<file path="src/rtl/traffic_timer.sv">
// traffic_timer: programmable interval timer for a traffic-light sequencer.
//
// Three 4-bit duration registers (tBASE, tEXT, tYEL) are programmed through a
// synchronized strobe. A start request loads a 5-bit Remaining count with the
// selected duration. The block counts it down in unit ticks and then emits a
// single-cycle expired pulse.
//
// Optional feature macro: TRAFFIC_TIMER_PRESCALE_EN
//   defined   : a prescaler divides clk by DIV_COUNT to form the unit tick
//   undefined : every clk cycle is a unit tick and DIV_COUNT is ignored
//
// Ports:
//   clk            in   system clock, rising edge
//   Reset_n        in   synchronous active-low reset
//   start_timer    in   start / restart request
//   interval [2:0] in   duration select (0 tBASE, 1 tEXT, 2 tYEL, 3 2*tBASE, else tBASE)
//   Prog_Sync      in   program strobe
//   Time_Param_Sel [1:0] in  program target (0 tBASE, 1 tEXT, 2 tYEL, 3 none)
//   Time_Value [3:0] in  program value in seconds (0 restores the default)
//   expired        out  one-cycle pulse at the end of the interval
//   Busy           out  high while counting
//
// state  | meaning
// IDLE   | waiting for start_timer
// COUNT  | Remaining counting down in unit ticks
// EXPIRE | one-cycle expired pulse, then back to IDLE
module traffic_timer #(
  parameter int DIV_COUNT = 100000000
) (
  input  logic       clk,
  input  logic       Reset_n,
  input  logic       start_timer,
  input  logic [2:0] interval,
  input  logic       Prog_Sync,
  input  logic [1:0] Time_Param_Sel,
  input  logic [3:0] Time_Value,
  output logic       expired,
  output logic       Busy
);

  localparam logic [3:0] TBASE_DEF = 4'd6;
  localparam logic [3:0] TEXT_DEF  = 4'd3;
  localparam logic [3:0] TYEL_DEF  = 4'd2;

  typedef enum logic [1:0] {
    IDLE   = 2'd0,
    COUNT  = 2'd1,
    EXPIRE = 2'd2
  } state_t;

  state_t     state_q, state_d;
  logic [4:0] remaining_q, remaining_d;
  logic [3:0] tbase_q, text_q, tyel_q;
  logic [4:0] duration;
  logic       unit_tick;

  if (DIV_COUNT < 2) begin : g_div_check
    $error("traffic_timer: DIV_COUNT must be at least 2");
  end

`ifdef TRAFFIC_TIMER_PRESCALE_EN
  localparam int PW = (DIV_COUNT > 1) ? $clog2(DIV_COUNT) : 1;
  localparam logic [PW-1:0] PRESC_MAX = PW'(DIV_COUNT - 1);

  logic [PW-1:0] presc_q, presc_d;

  assign unit_tick = (presc_q == PRESC_MAX);

  // The prescaler only runs during COUNT; a start always realigns it to zero
  // so the first unit of a fresh count is a full DIV_COUNT cycles long.
  always_comb begin
    presc_d = '0;
    if (!start_timer && state_q == COUNT && !unit_tick) begin
      presc_d = presc_q + 1'b1;
    end
  end

  always_ff @(posedge clk) begin
    if (!Reset_n) begin
      presc_q <= '0;
    end else begin
      presc_q <= presc_d;
    end
  end
`else
  assign unit_tick = 1'b1;
`endif

  // 2*tBASE is formed by a shift into the 5-bit result, so 15 gives 30.
  always_comb begin
    case (interval)
      3'd1:    duration = {1'b0, text_q};
      3'd2:    duration = {1'b0, tyel_q};
      3'd3:    duration = {tbase_q, 1'b0};
      default: duration = {1'b0, tbase_q};
    endcase
  end

  // Remaining is checked for zero before any decrement, which adds the one
  // extra cycle between the last tick and the expired pulse.
  always_comb begin
    state_d     = state_q;
    remaining_d = remaining_q;
    expired     = 1'b0;
    Busy        = 1'b0;
    case (state_q)
      COUNT:  Busy    = 1'b1;
      EXPIRE: expired = 1'b1;
      default: ;
    endcase
    if (start_timer) begin
      state_d     = COUNT;
      remaining_d = duration;
    end else begin
      case (state_q)
        IDLE: ;
        COUNT: begin
          if (remaining_q == 5'd0) begin
            state_d = EXPIRE;
          end else if (unit_tick) begin
            remaining_d = remaining_q - 5'd1;
          end
        end
        EXPIRE:  state_d = IDLE;
        default: state_d = IDLE;
      endcase
    end
  end

  always_ff @(posedge clk) begin
    if (!Reset_n) begin
      state_q     <= IDLE;
      remaining_q <= 5'd0;
    end else begin
      state_q     <= state_d;
      remaining_q <= remaining_d;
    end
  end

  // Duration registers; the start path reads the pre-write values because
  // these update on the same edge that samples start_timer.
  always_ff @(posedge clk) begin
    if (!Reset_n) begin
      tbase_q <= TBASE_DEF;
      text_q  <= TEXT_DEF;
      tyel_q  <= TYEL_DEF;
    end else if (Prog_Sync) begin
      case (Time_Param_Sel)
        2'd0:    tbase_q <= (Time_Value == 4'd0) ? TBASE_DEF : Time_Value;
        2'd1:    text_q  <= (Time_Value == 4'd0) ? TEXT_DEF  : Time_Value;
        2'd2:    tyel_q  <= (Time_Value == 4'd0) ? TYEL_DEF  : Time_Value;
        default: ;
      endcase
    end
  end

endmodule

</file>
<file path="config.mk">
export PLATFORM = sky130hd
export DESIGN_NAME = traffic_timer
export DESIGN_NICKNAME = d
export VERILOG_FILES = /design/src/rtl/traffic_timer.sv
export SDC_FILE = /design/constraint.sdc
export NUM_CORES = 1
export LEC_CHECK = 0
export ABC_AREA = 1
export CAP_MARGIN = 15
export CORE_MARGIN = 2
export CORE_UTILIZATION = 30
export DETAILED_ROUTE_END_ITERATION = 8
export GPL_TIMING_DRIVEN = 0
export PLACE_DENSITY_LB_ADDON = 0.08
export SLEW_MARGIN = 20
export SYNTH_ARGS = -nofsm -noshare
export SYNTH_HDL_FRONTEND = slang
export SYNTH_SLANG_ARGS = --single-unit
</file>
<file path="constraint.sdc">
create_clock -name clk -period 1.13 [get_ports clk]
set_clock_uncertainty 0.05 [all_clocks]
set_input_delay 0.113 -clock clk [delete_from_list [all_inputs] [get_ports clk]]
set_output_delay 0.113 -clock clk [all_outputs]
set_load 0.02 [all_outputs]
</file>
==> flow_metrics.env <==
export IMPL_status="finished with violations"
export IMPL_violations="negative setup slack"
export IMPL_leakage_nw=0.594
export IMPL_endpoint="remaining_q[2]"
export IMPL_worstPathCellList="inv_4 > ha_4 > buf_4 > inv_1 > nand2_1 > a21oi_1 > nor2_1 > a21oi_2"
export IMPL_antenna_found_initial=0
export IMPL_drive_above_1_share_pct=25.1
export IMPL_drt_wirelength_per_cell_um=11.5
export IMPL_vias=1025
export IMPL_cts_tree="done"
export IMPL_cts_hold_buf=0
export IMPL_setup_viol=5
export IMPL_drt_antenna_violating_nets=0
export IMPL_reg2reg_slack_ps=-80
export IMPL_totalWireLength_mm=2.57
export IMPL_worst_r2r_endpoint="remaining_q[2]"
export IMPL_ys_types=17
export IMPL_gp_congestion=0.750
export IMPL_hold_viol_final=0
export IMPL_hpwl_mm=1.87
export IMPL_slew_violations=0
export IMPL_synth_area_leaders="dfxtp_1 (38%), nand2_1 (15%), a21oi_1 (11%), inv_1 (8.3%), nor2_1 (7.1%)"
export IMPL_io_buffers=14
export IMPL_syn_avg_cell_area_um2=6.41
export IMPL_synth_main_ff_cell="dfxtp_1"
export IMPL_drc=0
export IMPL_synthesis_nets=170
export IMPL_clock_sinks=19
export IMPL_yosys_warnings=0
export IMPL_power_density_nw_per_um2=1220
export IMPL_fin_crit_sh_pct=107
export IMPL_synth_top_area_share_pct=38.0
export IMPL_avgViaCountPerCell=4.60
export IMPL_holdPathStages=3
export IMPL_synthXorXnorAreaFrac_pct=0
export IMPL_max_slew_margin_pct=77.4
export IMPL_dpl_cell_area_um2=1210
export IMPL_synth_top_family_by_area="simple AND/OR/NAND/NOR gates"
export IMPL_yosys_area_top_type="dfxtp_1"
export IMPL_ys_seq_area_share_pct=38.0
export IMPL_period_needed_ps=1210
export IMPL_fp_row_count=20
export IMPL_synth_adder_area_share_pct=1.25
export IMPL_final_seq_area_um2=385
export IMPL_cp_end_kind="flip-flop"
export IMPL_worst_slack_ps=-83.4
export IMPL_pre_cts_slack_ps=-419
export IMPL_stdcell_area_um2=1340
export IMPL_r2r_start="remaining_q[0]"
export IMPL_worst_pin_slew_ps=338
export IMPL_max_cap_violations=0
export IMPL_syn_area_um2=1000
export IMPL_syn2layout_area_growth_pct=34.0
export IMPL_path_clk_slew_ps=130
export IMPL_synthMuxAreaShare_pct=0
export IMPL_ios=15
export IMPL_fmax_ghz=0.824
export IMPL_clk_latency_ps=310
export IMPL_cp_start_kind="flip-flop"
export IMPL_root_buffer="clkbuf_4"
export IMPL_nets=194
export IMPL_ys_ff_latch=19
export IMPL_grt_overflow_total=0
export IMPL_synth_cells=156
export IMPL_grt_pass1_wl_mm=4.20
export IMPL_crit_required_ps=1340
export IMPL_rsz0062_at_grt="true"
export IMPL_r2r_cells=8
export IMPL_die_area_um2=3810
export IMPL_path_max_fanout=4
export IMPL_n_antenna_cell=0
export IMPL_cts_made_buffers=3
export IMPL_worstSetupPathType="reg2reg"
export IMPL_multi_input_area_um2=603
export IMPL_synth_simple_gate_area_share_pct=31.0
export IMPL_cts_max_path_buffers=2
export IMPL_die_y_um=61.7
export IMPL_grt_pass1_vias=957
export IMPL_initial_utilization_pct=32.2
export IMPL_dr_pass1_iters=4
export IMPL_cp_slowest_cell="dfxtp_2"
export IMPL_cp_data_arrival_time_ps=1420
export IMPL_die_x_um=61.7
export IMPL_grt_max_degree=12
export IMPL_peakVddDrop_mv=0.487
export IMPL_core_area_um2=3100
export IMPL_dr_first_iter_drc_count=14
export IMPL_synth_edf_count=0
export IMPL_h_tree_depth=1
export IMPL_hold_class="in2reg"
export IMPL_grt_usage_pct=15.1
export IMPL_cpPeakStageDelay_ps=370
export IMPL_synth_compound_area_share_pct=20.2
export IMPL_synthArstFlopShare_pct=0
export IMPL_n_fill_cell=345
export IMPL_startpoint="remaining_q[0]"
==> kinds of logic (layout without fill, tap and decap cells) <==
family	Yosys count	count (layout)
AOI/OAI and AO/OA	36	36
DFF	19	19
adders and majority gates	1	1
buffers and inverters	25	47
and+or+nand+nor	75	76
==> registers in the layout, summed over array words and instances, names as in the netlist <==
name         flops
text_q           4
remaining_q      5
tbase_q          4
tyel_q           4
state_q          2
==> cells in the mapped netlist (2+ instances only) <==
cell,n
nand2_1,39
inv_1,22
a21oi_1,21
dfxtp_1,19
nor2_1,19
nand3_1,11
o21ai_0,9
a21oi_2,4
inv_2,2
nand2_2,2
nor2_2,2
==> cell usage in the layout (no fill, tap or decap) <==
cell	count
ha_4	1
nor2_2	6
nand2_4	2
dfxtp_2	4
clkinv_2	1
nand4_1	1
buf_4	5
inv_4	1
buf_6	1
inv_1	18
o21ai_1	1
inv_2	5
nand3_1	11
dlymetal6s2s_1	1
clkdlybuf4s50_1	11
o211ai_1	1
nor2_4	1
o21ai_2	1
buf_2	1
o21ai_0	7
clkbuf_4	3
o21ai_4	1
nor2_1	14
a21oi_1	21
a21oi_2	4
nand2_1	33
dfxtp_1	15
nand2_2	7
nor4_2	1
==> how the worst min path moves through the flow <==
stage	from	end	slack (ps)
finish	Reset_n	tyel_q[0]	380
global route	Reset_n	tyel_q[0]	400
CTS	Reset_n	tyel_q[0]	370
detailed placement	text_q[3]	text_q[3]	390
global placement	text_q[3]	text_q[3]	400
floorplan	start_timer	state_q[1]	140
==> worst max-delay path: cells and delay by family (launching register included) <==
kind | cells | cell delay (ps)
flops | 1 | 370
simple gates | 2 | 120
compound gates | 2 | 240
fa+ha+maj | 1 | 160
buf+inv | 3 | 210
==> layer usage <==
metal	track usage (%)	part of all wire (%)
met1	20.9	51
met4	6.38	1.2
met5	0	0
met3	2.07	3.8
met2	23.5	44
==> cell type report <==
type / count / area share [%]
sequential: 19 / 28.8
tap: 44 / 4.11
timing repair buffer: 18 / 12.8
clock buffer: 3 / 1.68
clock inverter: 1 / 0.373
multi-input combinational: 113 / 45.0
buffer: 1 / 0.373
inverter: 24 / 6.91
==> report_power, final <==
part	internal [W]	switching [W]	total (W)	leakage [nW]
registers	0.000726	0.0000424	0.000768	0.158
clock network	0.000132	0.000238	0.000370	0.0177
logic	0.000214	0.000288	0.000502	0.419
==> stage by stage <==
step | setup TNS (ps) | cells | hold slack (ps) | power (W) | utilization, %
finish | -295 | 223 | 381 | 0.00164 | 43.2
global route | -784 | 223 | 402 | 0.00175 | 43.2
CTS | -347 | 219 | 371 | 0.00158 | 40.5
detailed placement | -4780 | 214 | 394 | 0.00119 | 39.0
global placement | -4340 | 214 | 397 | 0.00117 | 39.0
floorplan | 0 | 156 | 142 | 0.00105 | -
==> timing repair <==
item | 4_1_cts | 5_1_grt
gates cloned | 1 | 0
buffers inserted | 0 | 4
setup endpoints to repair | 8 | 11
pin swaps | 3 | 7
gates resized for setup | 17 | 21
Note: power is estimated with default switching activity, not from simulation.
